--- config.mk ---
export PLATFORM = sky130hd
export DESIGN_NAME = ptw_responder
export DESIGN_NICKNAME = d
export VERILOG_FILES = /design/src/rtl/ptw_responder.sv
export SDC_FILE = /design/constraint.sdc
export NUM_CORES = 1
export LEC_CHECK = 0
export BUFFER_PORTS_ARGS = -buffer_cell sky130_fd_sc_hd__buf_2
export CAP_MARGIN = 10
export CORE_MARGIN = 8
export CORE_UTILIZATION = 49
export DETAILED_ROUTE_END_ITERATION = 8
export PLACE_DENSITY_LB_ADDON = 0.12
export SLEW_MARGIN = 20
export SYNTH_ARGS = -nofsm -noshare
export SYNTH_HDL_FRONTEND = slang
export SYNTH_SLANG_ARGS = --single-unit
--- constraint.sdc ---
create_clock -name clk -period 2.8 [get_ports clk]
set_clock_uncertainty 0.1 [all_clocks]
set_input_delay 0.84 -clock clk [delete_from_list [all_inputs] [get_ports clk]]
set_output_delay 0.84 -clock clk [all_outputs]
set_load 0.01 [all_outputs]
--- src/rtl/ptw_responder.sv ---
// Page-table-walk responder: a small tag-matched translation table that answers
// one walk request at a time after a fixed latency and keeps hit/miss statistics.

module ptw_entry (
  input  logic        clk,
  input  logic        rst_n,
  input  logic        we,
  input  logic        clr,
  input  logic [26:0] wr_vpn,
  input  logic [28:0] wr_data,
  input  logic [26:0] lk_vpn,
  output logic        match,
  output logic [28:0] data
);
  logic        valid;
  logic [26:0] vpn;

  always_ff @(posedge clk or negedge rst_n)
    if (!rst_n)   valid <= 1'b0;
    else if (clr) valid <= 1'b0;
    else if (we)  valid <= 1'b1;

  // payload is only observable through a valid tag match, so it needs no reset
  always_ff @(posedge clk)
    if (we && !clr) begin
      vpn  <= wr_vpn;
      data <= wr_data;
    end

  assign match = valid && (vpn == lk_vpn);
endmodule

module ptw_responder #(
  parameter int ENTRIES  = 8,
  parameter int WALK_LAT = 4,
  localparam int IDX_W   = $clog2(ENTRIES)
) (
  input  logic             clk,
  input  logic             rst_n,
  output logic             io_requestor_x_req_ready,
  input  logic             io_requestor_x_req_valid,
  input  logic [26:0]      io_requestor_x_req_bits_bits_addr,
  output logic             io_requestor_x_resp_valid,
  output logic             io_requestor_x_resp_bits_ae,
  output logic [53:0]      io_requestor_x_resp_bits_pte_ppn,
  output logic             io_requestor_x_resp_bits_pte_d,
  output logic             io_requestor_x_resp_bits_pte_a,
  output logic             io_requestor_x_resp_bits_pte_g,
  output logic             io_requestor_x_resp_bits_pte_u,
  output logic             io_requestor_x_resp_bits_pte_x,
  output logic             io_requestor_x_resp_bits_pte_w,
  output logic             io_requestor_x_resp_bits_pte_r,
  output logic             io_requestor_x_resp_bits_pte_v,
  input  logic             cfg_we,
  input  logic [IDX_W-1:0] cfg_idx,
  input  logic [26:0]      cfg_vpn,
  input  logic [19:0]      cfg_ppn,
  input  logic [7:0]       cfg_perm,
  input  logic             cfg_ae,
  input  logic             cfg_clr,
  output logic [15:0]      hit_cnt,
  output logic [15:0]      miss_cnt
);
  typedef struct packed {
    logic        ae;
    logic [19:0] ppn;
    logic [7:0]  perm;   // {d,a,g,u,x,w,r,v}
  } pte_t;

  typedef enum logic [1:0] {IDLE, WALK, RESP} state_t;

  state_t                   state, nxt;
  logic [3:0]               cnt;
  logic                     ready_q, hs;
  logic [15:0]              hit_q, miss_q;
  logic [ENTRIES-1:0]       match;
  logic [ENTRIES-1:0][28:0] ent_data;
  pte_t                     lk, res, out;

  assign hs = io_requestor_x_req_valid && ready_q;

  for (genvar i = 0; i < ENTRIES; i++) begin : g_ent
    ptw_entry u_ent (
      .clk    (clk),
      .rst_n  (rst_n),
      .we     (cfg_we && (cfg_idx == IDX_W'(i))),
      .clr    (cfg_clr),
      .wr_vpn (cfg_vpn),
      .wr_data({cfg_ae, cfg_ppn, cfg_perm}),
      .lk_vpn (io_requestor_x_req_bits_bits_addr),
      .match  (match[i]),
      .data   (ent_data[i])
    );
  end

  // descending scan so the lowest matching index wins
  always_comb begin
    lk = '0;
    for (int i = ENTRIES - 1; i >= 0; i--)
      if (match[i]) lk = ent_data[i];
  end

  always_comb begin
    nxt = state;
    case (state)
      IDLE:    if (hs) nxt = (WALK_LAT == 1) ? RESP : WALK;
      WALK:    if (cnt == 4'd1) nxt = RESP;   // counter reaches 0 as RESP is entered
      RESP:    nxt = IDLE;
      default: nxt = IDLE;
    endcase
  end

  always_ff @(posedge clk or negedge rst_n)
    if (!rst_n) begin
      state   <= IDLE;
      ready_q <= 1'b0;
      cnt     <= '0;
      res     <= '0;
      hit_q   <= '0;
      miss_q  <= '0;
    end else begin
      state   <= nxt;
      ready_q <= (nxt == IDLE);
      if (hs) begin
        cnt <= 4'(WALK_LAT - 1);
        res <= lk;
      end else if (state == WALK && cnt != 4'd0) begin
        cnt <= cnt - 4'd1;
      end
      if (state == RESP) begin
        if (res.perm[0]) begin
          if (hit_q != 16'hFFFF) hit_q <= hit_q + 16'd1;
        end else if (miss_q != 16'hFFFF) begin
          miss_q <= miss_q + 16'd1;
        end
      end
    end

  assign out = (state == RESP) ? res : pte_t'('0);

  assign io_requestor_x_req_ready        = ready_q;
  assign io_requestor_x_resp_valid       = (state == RESP);
  assign io_requestor_x_resp_bits_ae     = out.ae;
  assign io_requestor_x_resp_bits_pte_ppn = {34'd0, out.ppn};
  assign {io_requestor_x_resp_bits_pte_d, io_requestor_x_resp_bits_pte_a,
          io_requestor_x_resp_bits_pte_g, io_requestor_x_resp_bits_pte_u,
          io_requestor_x_resp_bits_pte_x, io_requestor_x_resp_bits_pte_w,
          io_requestor_x_resp_bits_pte_r, io_requestor_x_resp_bits_pte_v} = out.perm;
  assign hit_cnt  = hit_q;
  assign miss_cnt = miss_q;
endmodule
Yosys cells after proc, flatten, opt, wreduce, memory -nomap -nowiden
Cells that the tools add are included.

word-level totals
  bits in registers = 524
  RAM bits = 0
  memories kept = 0
  memory bits (read-only) = 0
  input bits = 91
  word-level logic and storage cells = 128
  bits in latches = 0

operators by class
  equal/unequal tests = 20
  div/mod/pow operators = 0
  add/sub/neg operators = 3
  reductions and logical operators = 42
  multiply operators = 0
  mux-type cells = 30
  bitwise gates (word level) = 1
  shifts and indexed selects = 0
  $lt $le $gt $ge = 0

operators with widths
  kind                                                  number
  two-way mux 29 bit                                    9
  equality test 27 bit                                  8
  adder 16 x 1 -> 16 bit (second input constant)        2
  != test 16 bit (second input constant)                2
  logical AND 1 bit                                     26
  nonzero test 2 bit                                    9
  two-way mux 1 bit                                     16
  equality test 3 bit (second input constant)           4
  two-way mux 4 bit                                     2
  equality test 3 x 2 -> 1 bit (second input constant)  2
  AND reduction 3 bit                                   2
  equality test 4 x 1 -> 1 bit (second input constant)  1
  zero test 2 bit                                       2
  two-way mux 2 bit                                     2
  one-hot mux 2 bit (2 select lines)                    1
  nonzero test 4 bit                                    1
  subtractor 4 x 1 -> 4 bit (second input constant)     1
  equality test 3 x 1 -> 1 bit (second input constant)  1
  zero test 3 bit                                       1
  equality test 2 x 1 -> 1 bit (second input constant)  1
  equality test 2 bit (second input constant)           1
  zero test 1 bit                                       1
  NOT 1 bit                                             1

Logic depth before layout (Yosys ltp)
  depth in word-level cells = 10
  gate-level depth with buffers = 10

Modules after synthesis
A second synthesis with hierarchy kept.

unflattened totals
  cells, all modules = 1,480
  area total of the unflattened synthesis = 21,642.0 µm²

by module, submodules not included
  module         times used  cells each  area an instance (µm²)
  ptw_entry      8           96          2,020.7
  ptw_responder  1           712         5,476.5

Least setup slack after synthesis
No wires, ideal clock.

  kind = input port to flip-flop
  start = in cfg_clr
  end = reg g_ent[1].u_ent.data[0], enable pin
  arrival = 4,997 ps
  setup time = 542 ps
  slack = -2,839 ps
  data required time = 2,158 ps
  buffers on the path = 0
  stages on the path = 3
  path through = clkinv_1 > nand3_1 > nor3_1

between the ends
  word-level cells in the longest chain between the ends = 2

ends and longest elaborated chain
  item                  line  text
  from (decl)           60    input logic cfg_clr,
  zero test 1 bit       25    if (we && !clr) begin
  logical AND 1 bit     25
  to (signal assigned)  27    data <= wr_data;
  to (decl)             13    output logic [28:0] data

Every way passes these cells.
A chain may end at the register's enable or synchronous reset.

Worst setup path in the final report
  start = in io_requestor_x_req_bits_bits_addr[3]
  end = reg res[26] (netlist name)

between the ends
  word-level cells in the longest chain between the ends = 10
  elaborated cells on any way between the ends = 24
  classes of those cells = eq/ne (8); mux (8); reduce/logical (8)

ends and longest elaborated chain
  item                              line  text
  from (decl)                       42    input logic [26:0] io_requestor_x_req_bits_bits_addr,
  equality test 27 bit              30    assign match = valid && (vpn == lk_vpn);
  logical AND 1 bit                 30
  two-way mux 29 bit (7 in series)  100   if (match[i]) lk = ent_data[i];
  two-way mux 29 bit (*)            100
  to (signal assigned)              126   res <= lk;
  to (decl)                         78    pte_t lk, res, out;

Mark *: on every way between the ends. The rest lies on a longest branch, timed or not.

==> summary by stage <==
GRT
The global-route layer with the greatest usage is met2. The number of antenna violations at the first check in global routing was 4. The via count of the first global-routing pass is 13.3k. The first global-routing pass estimated 84700 um of wire. Entering global routing, the biggest net connects 58 pins. Global routing finished with a remaining overflow of 0. The fraction of met3 tracks used by global routing is 3.63%. The overall fraction of global-route tracks in use is 22.2%. For met2 alone, demand over resource in global routing was 37.5%. For met1 alone, demand over resource in global routing was 29.4%.

Route
The detail route stage leaves a number of antenna-violating nets equal to 0. The routed wire length is 57600 um. In this run, the number of DRC markers left after iteration 0 of detailed routing was 1008. Dividing the detail-routed wire length by the instance count gives 24.1 um.

For this run, the detailed router's first-pass iteration total came to 5. In the routed design, unresolved DRC markers number 0. The average vias per placed instance is 5.49.

Across all layers, the routed design uses 13.1k vias.

Critical path
STA classifies the critical path endpoint as a flip-flop. The master of the slowest instance on the critical path is sky130_fd_sc_hd__a211o_1. The worst register-to-register path ends at res[18].

Data arrives at the worst endpoint at 3.16 ns. The cell count of the worst reg-to-reg path is 10. The critical path goes through buf_2 -> buf_4 -> xor2_1 -> nor4_2 -> nand3_1 -> a211o_1 -> buf_12 -> buf_12 -> o221ai_1 -> a32oi_1 -> o21ai_1. The source of the worst register-to-register timing path is g_ent[3].u_ent.vpn[24]. The critical path's largest stage delay is 0.39 ns. The most numerous cell type found on the critical path is sky130_fd_sc_hd__buf_12. The type of the setup path with the least slack is input port to flip-flop.

At the worst endpoint, the required time is 3.23 ns. The setup slack on the worst flop-to-flop path is 0.16 ns. The maximum fanout along the worst path is 8.

STA classifies the critical path startpoint as an input port.

Run
Max-cap violations in this run came to 0.

STA
The pin slew with the least headroom to its limit is 0.617 ns. The highest achievable clock rate is 367 MHz. The hold violation count in the final report is 0. The remaining max-slew budget at the tightest pin is 58.9%. The shortest clock period the worst path allows after layout is 2.73 ns.

Of the available clock period, the critical path in the final layout requires 97.4%. The number of pins exceeding their max-slew limit in the final report is 0. Setup violations remaining at the end of the flow were counted as 0.

Floorplanning
The floorplan step set the die width to 227 um. Measured along the y axis, the die boundary spans 227 um. The region available for standard cell placement spans 44100 um^2. The die footprint is 51700 um^2. The placement row count is 77. The boundary pin count is 188. Once the floorplan was initialized, standard cells occupied 49.6% of the core.

Clock network
The H-tree was split into 2 levels. The clock-pin slew of the registers on the worst-case setup and hold paths is 0.06 ns. TritonCTS built the clock tree.

The clock passes through at most 3 buffers. The root buffer selected by CTS is sky130_fd_sc_hd__clkbuf_16. The number of buffers added by the clock tree synthesis step is 56. The number of clock sinks is 524.

At the later pin of the worst-skew pair, clock insertion delay measures 0.60 ns.

Status
The run finished with clean final reports.

Synthesis
The number of enable-type register cells in the synthesized netlist is 448. For this run, asynchronously set or reset flops after synthesis account for 14.5%. The synthesized netlist contains 53 unique library cells. The post-synthesis instance total is 1463. The sequential fraction of the synthesis area is 70.2%. The synthesized area per cell is 14.9 um^2. The most used flip-flop cell after synthesis is sky130_fd_sc_hd__edfxtp_1.

The synthesized netlist occupies a cell area of 21900 um^2. The number of flip-flops and latches in the synthesized netlist is 524. The synthesis warning total is 0.

Final layout
Once layout is done, the placed cells without fillers occupy 26400 um^2. The net count of the finished layout is 1843. The area growth from synthesis to layout is 20.7%. Once layout is complete, the cells apart from fillers number 2390. The fraction of layout cells with a size suffix above 1 is 25.4%.

Place
The placer congestion estimate is 0.836. The placed instance area is 24400 um^2. During placement, the flow inserted port buffers numbering 153. The total instance count after detailed placement is 2281. The wire-length estimate of the detail-placed layout is 38300 um.

Pwr
The static power due to leakage is 0.00985 uW. In this run the power density over the cells is 661 nW/um^2. IR analysis of the VDD net gives a maximum drop of 570 uV.

Hold path
The min-delay analysis places its worst path in the category input port to async pin.
==> metrics by stage <==
stage / worst slack [ns] / hold WS, ns / power, uW / utilization [%] / setup TNS, ns
floorplan: -0.380 / 0.324 / 9550 / - / -117.86
global placement: -0.589 / 0.348 / 10100 / 55.3 / -15.81
detailed placement: -0.627 / 0.355 / 10100 / 55.3 / -16.01
CTS: 0.0120 / 0.149 / 17600 / 59.6 / 0
global route: -0.0187 / 0.170 / 18000 / 59.8 / -0.0187
finish: 0.0724 / 0.160 / 17500 / 59.9 / 0
==> worst max-delay path by stage <==
stage	from	end	slack (ns)	depth (start not counted)
floorplan	cfg_idx[0]	g_ent[2].u_ent.data[0]	-0.38	2
global placement	io_requestor_x_req_bits_bits_addr[1]	res[18]	-0.59	12
detailed placement	io_requestor_x_req_bits_bits_addr[1]	res[18]	-0.63	12
CTS	io_requestor_x_req_bits_bits_addr[1]	res[18]	0.01	12
global route	io_requestor_x_req_bits_bits_addr[3]	res[18]	-0.02	11
finish	io_requestor_x_req_bits_bits_addr[3]	res[26]	0.07	11
==> placed cells by master, fill, tap and decap left out, types with 29 or more instances in the layout <==
cell type	synthesis	final
sky130_fd_sc_hd__a21oi_1	31	31
sky130_fd_sc_hd__a22o_1	29	29
sky130_fd_sc_hd__and2_1	33	33
sky130_fd_sc_hd__buf_12	0	31
sky130_fd_sc_hd__buf_2	17	152
sky130_fd_sc_hd__buf_4	57	118
sky130_fd_sc_hd__clkbuf_16	0	57
sky130_fd_sc_hd__conb_1	1	34
sky130_fd_sc_hd__dfrtp_1	76	76
sky130_fd_sc_hd__edfxtp_1	448	448
sky130_fd_sc_hd__inv_1	92	92
sky130_fd_sc_hd__nand3_1	40	39
sky130_fd_sc_hd__nand4_1	45	45
sky130_fd_sc_hd__o21ai_1	29	29
sky130_fd_sc_hd__o22a_1	29	29
sky130_fd_sc_hd__or2_2	29	29
sky130_fd_sc_hd__xnor2_1	135	132
sky130_fd_sc_hd__xor2_1	112	112
==> synthesized netlist by cell type (3+ instances only) <==
library cell	n	area share (%)
sky130_fd_sc_hd__a22o_1	29	1.2
sky130_fd_sc_hd__ha_1	4	0.23
sky130_fd_sc_hd__and3_1	6	0.17
sky130_fd_sc_hd__o311ai_0	10	0.40
sky130_fd_sc_hd__inv_1	92	1.6
sky130_fd_sc_hd__a21oi_1	31	0.71
sky130_fd_sc_hd__nand4_1	45	1.3
sky130_fd_sc_hd__nor4_2	4	0.23
sky130_fd_sc_hd__a32oi_1	29	1.2
sky130_fd_sc_hd__o22a_1	29	1.2
sky130_fd_sc_hd__xor2_1	112	4.5
sky130_fd_sc_hd__clkbuf_1	24	0.41
sky130_fd_sc_hd__nand2b_1	3	0.086
sky130_fd_sc_hd__o21ai_1	29	0.66
sky130_fd_sc_hd__dfrtp_1	76	8.7
sky130_fd_sc_hd__buf_4	57	2.0
sky130_fd_sc_hd__buf_6	12	0.62
sky130_fd_sc_hd__xnor2_1	135	5.4
sky130_fd_sc_hd__nor3_1	10	0.23
sky130_fd_sc_hd__nor2_1	19	0.33
sky130_fd_sc_hd__nand2_1	28	0.48
sky130_fd_sc_hd__nor4_1	31	0.89
sky130_fd_sc_hd__nand3_1	40	0.92
sky130_fd_sc_hd__nor2b_1	4	0.11
sky130_fd_sc_hd__and2_1	33	0.94
sky130_fd_sc_hd__o311ai_1	19	0.76
sky130_fd_sc_hd__or2_2	29	0.83
sky130_fd_sc_hd__a21o_1	7	0.24
sky130_fd_sc_hd__o221ai_1	29	1.2
sky130_fd_sc_hd__edfxtp_1	448	62
sky130_fd_sc_hd__buf_2	17	0.39
==> worst max-delay path, delay by kind of cell <==
family	cells	cell delay, ns
AOI/OAI and AO/OA	4	0.88
buffers and inverters	4	0.63
and+or+nand+nor	2	0.56
xor gates and xnor gates	1	0.24
==> state kept, by name, summed over array words and instances, names as in the netlist <==
signal	flops
state	2
cnt	4
miss_cnt	16
io_requestor_x_req_ready	1
g_ent.u_ent.vpn	216
hit_cnt	16
g_ent.u_ent.valid	8
res	29
g_ent.u_ent.data	232
==> metal layers <==
layer  vias up  wire [um]
li1       5961          -
met1      6616      24000
met2       458      28300
met3        94       3890
met4         4       1400
met5         -         27
==> area by class of cell <==
type                       instances  area (um^2)
clock buffer                      72         1510
clock inverter                    34          358
antenna                            2         5.00
multi-input combinational        767         5740
fill                            3463        17700
sequential                       524        15400
tap                              592          741
timing repair buffer             306         2330
inverter                          93          375
==> power breakdown <==
| part | leakage, uW | switching, uW | internal [uW] |
|---|---|---|---|
| combinational | 0.00383 | 748 | 424 |
| sequential | 0.00509 | 105 | 8690 |
| clock | 0.000925 | 3040 | 4460 |
| total | 0.00985 | 3890 | 13600 |
==> cells by family (layout without fill, tap and decap cells) <==
family	count (synthesis)	count (layout)	share of synthesized area (%)
AOI/OAI and AO/OA	219	219	7.67
xor gates and xnor gates	247	247	9.89
adders and majority gates	4	4	0.229
buffers and inverters	205	505	5.01
DFF	524	524	70.2
muxes	2	2	0.103
other	1	36	0.0171
and+or+nand+nor	261	261	6.87
==> timing repair <==
item                                    4_1_cts  5_1_grt
hold buffers                                  0        0
setup buffers                                 0        1
gates resized for setup                       1       18
pin swaps                                     0        4
endpoints found under the setup margin        1       30
Note: power is estimated with default switching activity, not from simulation.
